--- config.mk ---
export PLATFORM = sky130hd
export DESIGN_NAME = uart_tx_fifo_reader_flat
export DESIGN_NICKNAME = d
export VERILOG_FILES = /design/src/rtl/uart_tx_fifo_reader_if.sv /design/src/rtl/uart_tx_fifo_reader.sv /design/src/flat_wrapper.sv
export SDC_FILE = /design/constraint.sdc
export NUM_CORES = 1
export LEC_CHECK = 0
export BUFFER_PORTS_ARGS = -buffer_cell sky130_fd_sc_hd__buf_2
export CORE_UTILIZATION = 50
export DETAILED_ROUTE_END_ITERATION = 8
export HOLD_SLACK_MARGIN = 0.05
export PLACE_DENSITY = 0.7
export SYNTH_ARGS = -nofsm -noshare
export SYNTH_HDL_FRONTEND = slang
export SYNTH_SLANG_ARGS = --single-unit
--- constraint.sdc ---
create_clock -name clk -period 2.47 [get_ports clk]
set_input_delay 0.3705 -clock clk [delete_from_list [all_inputs] [get_ports clk]]
set_output_delay 0.3705 -clock clk [all_outputs]
set_load 0.01 [all_outputs]
--- src/rtl/uart_tx_fifo_reader_if.sv ---
// Bus between the UART TX FIFO reader and its surroundings (TX FIFO read port,
// enable, serial line and status).
interface uart_tx_fifo_reader_if #(
  parameter int DATA_WIDTH = 8
);
  // Handshake: fifo_rd_en is a single-cycle pop strobe, raised only while fifo_empty
  // is low; fifo_data is the FIFO's registered output and is valid the cycle after
  // the strobe. enable is a level that permits new frames and is not acknowledged.
  logic                  enable;
  logic                  fifo_empty;
  logic                  fifo_rd_en;
  logic [DATA_WIDTH-1:0] fifo_data;
  logic                  tx;
  logic                  busy;
  logic                  tx_done;
  logic [2:0]            state_dbg;

  modport master (
    input  enable, fifo_empty, fifo_data,
    output fifo_rd_en, tx, busy, tx_done, state_dbg
  );

  modport slave (
    output enable, fifo_empty, fifo_data,
    input  fifo_rd_en, tx, busy, tx_done, state_dbg
  );
endinterface

--- src/rtl/uart_tx_fifo_reader.sv ---
// UART transmitter that pops one FIFO word per frame and sends it LSB-first on tx.
// Optional macro UART_TX_PARITY_EN inserts a parity bit between data and stop bits.
module uart_tx_fifo_reader #(
  parameter int DATA_WIDTH   = 8,
  parameter int CLKS_PER_BIT = 434,
  parameter int STOP_BITS    = 1,
  parameter int PARITY_ODD   = 0
) (
  input logic                   clk,
  input logic                   rst,
  uart_tx_fifo_reader_if.master bus
);
  localparam int BW = $clog2(CLKS_PER_BIT);
  localparam int CW = $clog2(DATA_WIDTH) + 1;

  localparam logic [BW-1:0] BAUD_LAST = BW'(CLKS_PER_BIT - 1);
  localparam logic [BW-1:0] BAUD_PRE  = BW'(CLKS_PER_BIT - 2);
  localparam logic [CW-1:0] BIT_LAST  = CW'(DATA_WIDTH - 1);
  localparam logic [CW-1:0] STOP_LAST = CW'(STOP_BITS - 1);

  if (CLKS_PER_BIT < 2) begin : g_bad_clks
    $error("CLKS_PER_BIT must be at least 2");
  end
  if (STOP_BITS < 1 || STOP_BITS > 2) begin : g_bad_stop
    $error("STOP_BITS must be 1 or 2");
  end
  if (DATA_WIDTH < 5 || DATA_WIDTH > 9) begin : g_bad_width
    $error("DATA_WIDTH must be in 5..9");
  end
  if (PARITY_ODD < 0 || PARITY_ODD > 1) begin : g_bad_parity
    $error("PARITY_ODD must be 0 or 1");
  end

  typedef enum logic [2:0] {
    S_IDLE   = 3'd0,
    S_WAIT   = 3'd1,
    S_START  = 3'd2,
    S_DATA   = 3'd3,
`ifdef UART_TX_PARITY_EN
    S_PARITY = 3'd4,
`endif
    S_STOP   = 3'd5
  } state_t;

  state_t                state;
  logic                  tx_q;
  logic                  rd_q;
  logic                  busy_q;
  logic                  done_q;
  logic [BW-1:0]         baud_cnt;
  logic [CW-1:0]         bit_cnt;
  logic [DATA_WIDTH-1:0] shreg;
  logic                  baud_last;
`ifdef UART_TX_PARITY_EN
  logic                  par_bit;
`endif

  assign baud_last     = (baud_cnt == BAUD_LAST);
  assign bus.tx         = tx_q;
  assign bus.fifo_rd_en = rd_q;
  assign bus.busy       = busy_q;
  assign bus.tx_done    = done_q;
  assign bus.state_dbg  = state;

  always_ff @(posedge clk or negedge rst) begin
    if (!rst) begin
      state    <= S_IDLE;
      tx_q     <= 1'b1;
      rd_q     <= 1'b0;
      busy_q   <= 1'b0;
      done_q   <= 1'b0;
      baud_cnt <= '0;
      bit_cnt  <= '0;
      shreg    <= '0;
`ifdef UART_TX_PARITY_EN
      par_bit  <= 1'b0;
`endif
    end else begin
      rd_q   <= 1'b0;
      done_q <= 1'b0;
      case (state)
        S_IDLE: begin
          baud_cnt <= '0;
          bit_cnt  <= '0;
          if (bus.enable && !bus.fifo_empty) begin
            rd_q   <= 1'b1;
            busy_q <= 1'b1;
            state  <= S_WAIT;
          end
        end
        // Entered from IDLE the pop strobe is still high here, so hold one more
        // cycle until the FIFO's registered output carries the popped word.
        S_WAIT: begin
          if (!rd_q) begin
            shreg    <= bus.fifo_data;
`ifdef UART_TX_PARITY_EN
            par_bit  <= (^bus.fifo_data) ^ 1'(PARITY_ODD);
`endif
            baud_cnt <= '0;
            tx_q     <= 1'b0;
            state    <= S_START;
          end
        end
        S_START: begin
          if (baud_last) begin
            baud_cnt <= '0;
            bit_cnt  <= '0;
            tx_q     <= shreg[0];
            state    <= S_DATA;
          end else begin
            baud_cnt <= baud_cnt + 1'b1;
          end
        end
        S_DATA: begin
          if (baud_last) begin
            baud_cnt <= '0;
            if (bit_cnt == BIT_LAST) begin
              bit_cnt <= '0;
`ifdef UART_TX_PARITY_EN
              tx_q    <= par_bit;
              state   <= S_PARITY;
`else
              tx_q    <= 1'b1;
              state   <= S_STOP;
`endif
            end else begin
              bit_cnt <= bit_cnt + 1'b1;
              tx_q    <= shreg[1];
              shreg   <= shreg >> 1;
            end
          end else begin
            baud_cnt <= baud_cnt + 1'b1;
          end
        end
`ifdef UART_TX_PARITY_EN
        S_PARITY: begin
          if (baud_last) begin
            baud_cnt <= '0;
            bit_cnt  <= '0;
            tx_q     <= 1'b1;
            state    <= S_STOP;
          end else begin
            baud_cnt <= baud_cnt + 1'b1;
          end
        end
`endif
        // tx_done and the next pop are registered one cycle ahead so both land in
        // the final stop cycle, leaving a single WAIT cycle between frames.
        S_STOP: begin
          if (baud_last) begin
            baud_cnt <= '0;
            if (bit_cnt == STOP_LAST) begin
              bit_cnt <= '0;
              if (rd_q) begin
                state <= S_WAIT;
              end else begin
                busy_q <= 1'b0;
                state  <= S_IDLE;
              end
            end else begin
              bit_cnt <= bit_cnt + 1'b1;
            end
          end else begin
            baud_cnt <= baud_cnt + 1'b1;
            if (bit_cnt == STOP_LAST && baud_cnt == BAUD_PRE) begin
              done_q <= 1'b1;
              if (bus.enable && !bus.fifo_empty) rd_q <= 1'b1;
            end
          end
        end
        default: begin
          tx_q   <= 1'b1;
          busy_q <= 1'b0;
          state  <= S_IDLE;
        end
      endcase
    end
  end
endmodule
--- src/flat_wrapper.sv ---
// flat-port wrapper written by rule: the top's interface ports become plain ports
module uart_tx_fifo_reader_flat 
#(
  parameter int DATA_WIDTH   = 8,
  parameter int CLKS_PER_BIT = 434,
  parameter int STOP_BITS    = 1,
  parameter int PARITY_ODD   = 0
)
  (clk, rst, bus_enable, bus_fifo_empty, bus_fifo_data, bus_fifo_rd_en, bus_tx, bus_busy, bus_tx_done, bus_state_dbg);
  uart_tx_fifo_reader_if #(.DATA_WIDTH(DATA_WIDTH)) bus_i ();
  input logic clk;
  input logic rst;
  input wire logic [$bits(bus_i.enable)-1:0] bus_enable;
  input wire logic [$bits(bus_i.fifo_empty)-1:0] bus_fifo_empty;
  input wire logic [$bits(bus_i.fifo_data)-1:0] bus_fifo_data;
  output wire logic [$bits(bus_i.fifo_rd_en)-1:0] bus_fifo_rd_en;
  output wire logic [$bits(bus_i.tx)-1:0] bus_tx;
  output wire logic [$bits(bus_i.busy)-1:0] bus_busy;
  output wire logic [$bits(bus_i.tx_done)-1:0] bus_tx_done;
  output wire logic [$bits(bus_i.state_dbg)-1:0] bus_state_dbg;
  assign bus_i.enable = bus_enable;
  assign bus_i.fifo_empty = bus_fifo_empty;
  assign bus_i.fifo_data = bus_fifo_data;
  assign bus_fifo_rd_en = bus_i.fifo_rd_en;
  assign bus_tx = bus_i.tx;
  assign bus_busy = bus_i.busy;
  assign bus_tx_done = bus_i.tx_done;
  assign bus_state_dbg = bus_i.state_dbg;
  uart_tx_fifo_reader #(.DATA_WIDTH(DATA_WIDTH), .CLKS_PER_BIT(CLKS_PER_BIT), .STOP_BITS(STOP_BITS), .PARITY_ODD(PARITY_ODD)) u_core (.clk(clk), .rst(rst), .bus(bus_i));
endmodule
==> summary.md <==
| Metric | Value |
|---|---|
| Synthesized area | `1710 sq um` |
| Largest fanout on the critical path | `5` |
| Site Rows | `20` |
| Post-CTS Setup Bufs | `0` |
| Boundary Pins | `19` |
| Initial Utilization | `0.543` |
| Synthesis-to-finish area growth | `9.50%` |
| Dominant synthesized flop cell | `dfrtp_1` |
| First DRT Iteration DRCs | `about 120` |
| Top cells by area, synth | `dfrtp_1, a2bb2oi_1, ha_1, mux2i_1, nand2_1` |
| Cell with the most instances after synthesis | `dfrtp_1` |
| Post-DP HPWL | `2580 microns` |
| Slew Viols, Final | `0` |
| Switching pwr | `509 uW` |
| Switching share of power | `0.344` |
| Drt via density | `slightly above 6` |
| Clock share of power | `0.204` |
| Placeable Area | `3150 sq um` |
| Data arrival, critical path | `around 2.3 ns` |
| Synth Net Count | `about 190` |
| Worst setup path start | `u_core.bit_cnt[0]$_DFFE_PN0P_` |
| Synth Warn # | `0` |
| Routed vias | `1,417` |
| Dpl ws | `just over 0.4 ns` |
| Critical path launch point type | `register` |
| Largest net degree at the start of global routing | `29` |
| Cell Pwr Density | `between 700 and 800 nW/um^2` |
| Post-synth EDFFs | `0` |
| Int Power | `970 uW` |
| Final TNS setup | `0 ns` |
| Hold Vio Cnt, Final | `0` |
| Clock skew | `approximately 0.01 ns` |
| Residual DRC | `0` |
| TritonRoute pass-1 iters | `5` |
| Sequential group share of total power | `0.498` |
| Reg-to-Reg End | `u_core.bus.state_dbg[2]$_DFFE_PN0P_` |
| Worst EP required | `2.70 ns` |
| Total of max-cap violations | `0` |
| Static Leak | `approximately 0.00086 uW` |
| # nets final | `between 200 and 250` |
| Die area | `about 3700 sq um` |
| Post-CTS Resized | `0` |
| CP Class | `reg2reg` |
| Sequential share of the synthesized area | `0.410` |
| Root Buffer | `clkbuf_4` |
| Port bufs | `18` |
| Antenna violations before repair | `0` |
| Die Height | `60.5 microns` |
| Worst hold path class | `in2reg` |
| Unrepaired setup endpoints after global routing | `false` |
| Clock Path Buffers | `2` |
| Antenna-violating nets left | `0` |
| Final Cycle Share | `0.844` |
| Synth cell types | `57` |
| Share of layout cells above drive strength 1 | `0.168` |
| Cell taking the most area after synthesis | `dfrtp_1` |
| Setup ws final | `roughly 0.38 ns` |
| R2R Setup Slk | `0.38 ns` |
| Worst r2r src | `u_core.bit_cnt[0]$_DFFE_PN0P_` |
| Worst-path clk slew | `about 0.15 ns` |
| Tmin final | `approximately 2.1 ns` |
| Total gr overflow | `0` |
| Vias in the first global route | `1,339` |
| Worst hold margin | `0.259 ns` |
| Worst-Skew Late Latency | `0.34 ns` |
| Synth top area share | `0.395` |
| GRT Overall Usage | `0.211` |
| Fillers | `290` |
| Die Width | `60.5 microns` |
| Num CTS Buffers | `3` |
| RePlAce Congestion | `between 0.8 and 0.9` |
| Commonest cells post-synth | `dfrtp_1, nand2_1, a2bb2oi_1, inv_1, a21oi_1` |
| Final setup fails | `0` |
| TritonCTS sink count | `28` |
| Fmax | `around 480 MHz` |
| Routed len/inst | `between 15 and 20 microns` |
| H-tree depth | `1` |
| Cell depth of the worst flop-to-flop path | `6` |
| Post-synth ARST share | `1.00` |
| Post-Route WL | `around 3500 microns` |
| Post-Syn Area per Cell | `9.67 sq um` |
| Hold buffers post-CTS | `1` |
| First-pass GRT wire length | `a little under 6000 microns` |
| Critical Path Sink Type | `register` |
| Peak VDD IR | `0.000358 V` |
| Syn Inst Count | `between 150 and 200` |
| #FFs+latches synth | `28` |
| CTS tree | `yes` |
| Critical path endpoint | `u_core.bus.state_dbg[2]$_DFFE_PN0P_` |
| Worst slew pin tran | `0.629 ns` |
| Antenna cells | `0` |
| Power share of the combinational group | `0.298` |
| Worst slew margin | `0.581` |
| Status | `complete, no violations` |
==> layout make-up <==
class                   instances  area (sq um)  area share
clock buffers                   3          22.5      0.0120
clock inverters                 1          30.0      0.0160
inverters                      10          37.5      0.0200
multi-input cells             128           920       0.491
flip-flops and latches         28           702       0.374
well taps                      44          55.1      0.0294
repair buffers                 20           108      0.0574
==> how the worst min path moves through the flow <==
stage	start	to	slack (ns)	cells after the start
6_report	bus_fifo_data[7]	u_core.shreg[7]$_DFFE_PN0P_	0.26	3
5_1_grt	bus_fifo_data[7]	u_core.shreg[7]$_DFFE_PN0P_	0.26	3
4_1_cts	bus_fifo_data[7]	u_core.shreg[7]$_DFFE_PN0P_	0.26	3
3_5_place_dp	rst	u_core.shreg[5]$_DFFE_PN0P_	0.42	1
3_3_place_gp	rst	u_core.shreg[5]$_DFFE_PN0P_	0.41	1
2_1_floorplan	rst	u_core.baud_cnt[0]$_DFFE_PN0P_	0.07	0
==> sequential cells by signal, indices dropped and copies added, names as in the netlist <==
name and flops:
u_core.baud_cnt 9, u_core.bit_cnt 4, u_core.bus.busy 1, u_core.bus.fifo_rd_en 1, u_core.bus.state_dbg 3, u_core.bus.tx 1
u_core.bus.tx_done 1, u_core.shreg 8
==> cell usage in the layout, fill, tap and decap left out, types with 2 or more instances in the layout <==
| master | instances |
|---|---|
| nand2_1 | 13 |
| ha_1 | 5 |
| nor2_1 | 6 |
| nand2b_1 | 5 |
| nand3_1 | 6 |
| a2bb2oi_1 | 9 |
| buf_2 | 18 |
| a2111oi_0 | 2 |
| dfrtp_1 | 27 |
| o21ai_0 | 3 |
| o22ai_1 | 7 |
| and2_1 | 2 |
| inv_1 | 9 |
| mux2i_1 | 6 |
| o21ai_1 | 6 |
| nor3_1 | 4 |
| a22oi_1 | 2 |
| and3_1 | 3 |
| and3b_1 | 2 |
| or3_1 | 3 |
| nand4_1 | 3 |
| nand3b_1 | 2 |
| clkbuf_4 | 3 |
| a21o_1 | 2 |
| a21oi_1 | 8 |
==> per-stage QoR <==
step	util	instance area [sq um]	total power (uW)	cells
2_1_floorplan	-	1710	1070	177
3_3_place_gp	0.575	1810	1160	229
3_5_place_dp	0.575	1810	1180	229
4_1_cts	0.594	1870	1490	234
5_1_grt	0.594	1870	1580	234
6_report	0.594	1870	1480	234
==> layer usage <==
metal  GRT usage  share of wire  vias up  wire, microns
met2       0.378           0.51       28           1800
li1            -              -      693              -
met4      0.0584          0.011        0             40
met1       0.268           0.45      691           1590
met3      0.0256          0.026        5             91
met5           0              0        -              0
==> critical path: stages (launching register included) <==
cell and delay (ns):
dfrtp_1 0.44, inv_1 0.10, ha_1 0.15, or3b_4 0.41, a22o_4 0.26, nor4_4 0.28
mux2_1 0.34
==> power groups by stage <==
stage / Combinational (uW) / Sequential [uW] / Clock (uW)
after CTS: 444 / 734 / 311
after global placement: 424 / 734 / 0
final: 441 / 736 / 302
after global routing: 493 / 759 / 327
after floorplan: 396 / 677 / 0
after detailed placement: 440 / 742 / 0
==> cells by family (layout without fill, tap and decap cells) <==
group | after synthesis | after routing | share of synthesized area
AOI/OAI and AO/OA | 55 | 55 | 0.235
and+or+nand+nor | 60 | 60 | 0.219
buffers and inverters | 21 | 34 | 0.0526
DFF | 28 | 28 | 0.410
xor gates and xnor gates | 1 | 1 | 0.00512
muxes | 7 | 7 | 0.0417
adders and majority gates | 5 | 5 | 0.0365
No activity file was read; power rests on OpenSTA's default activity.
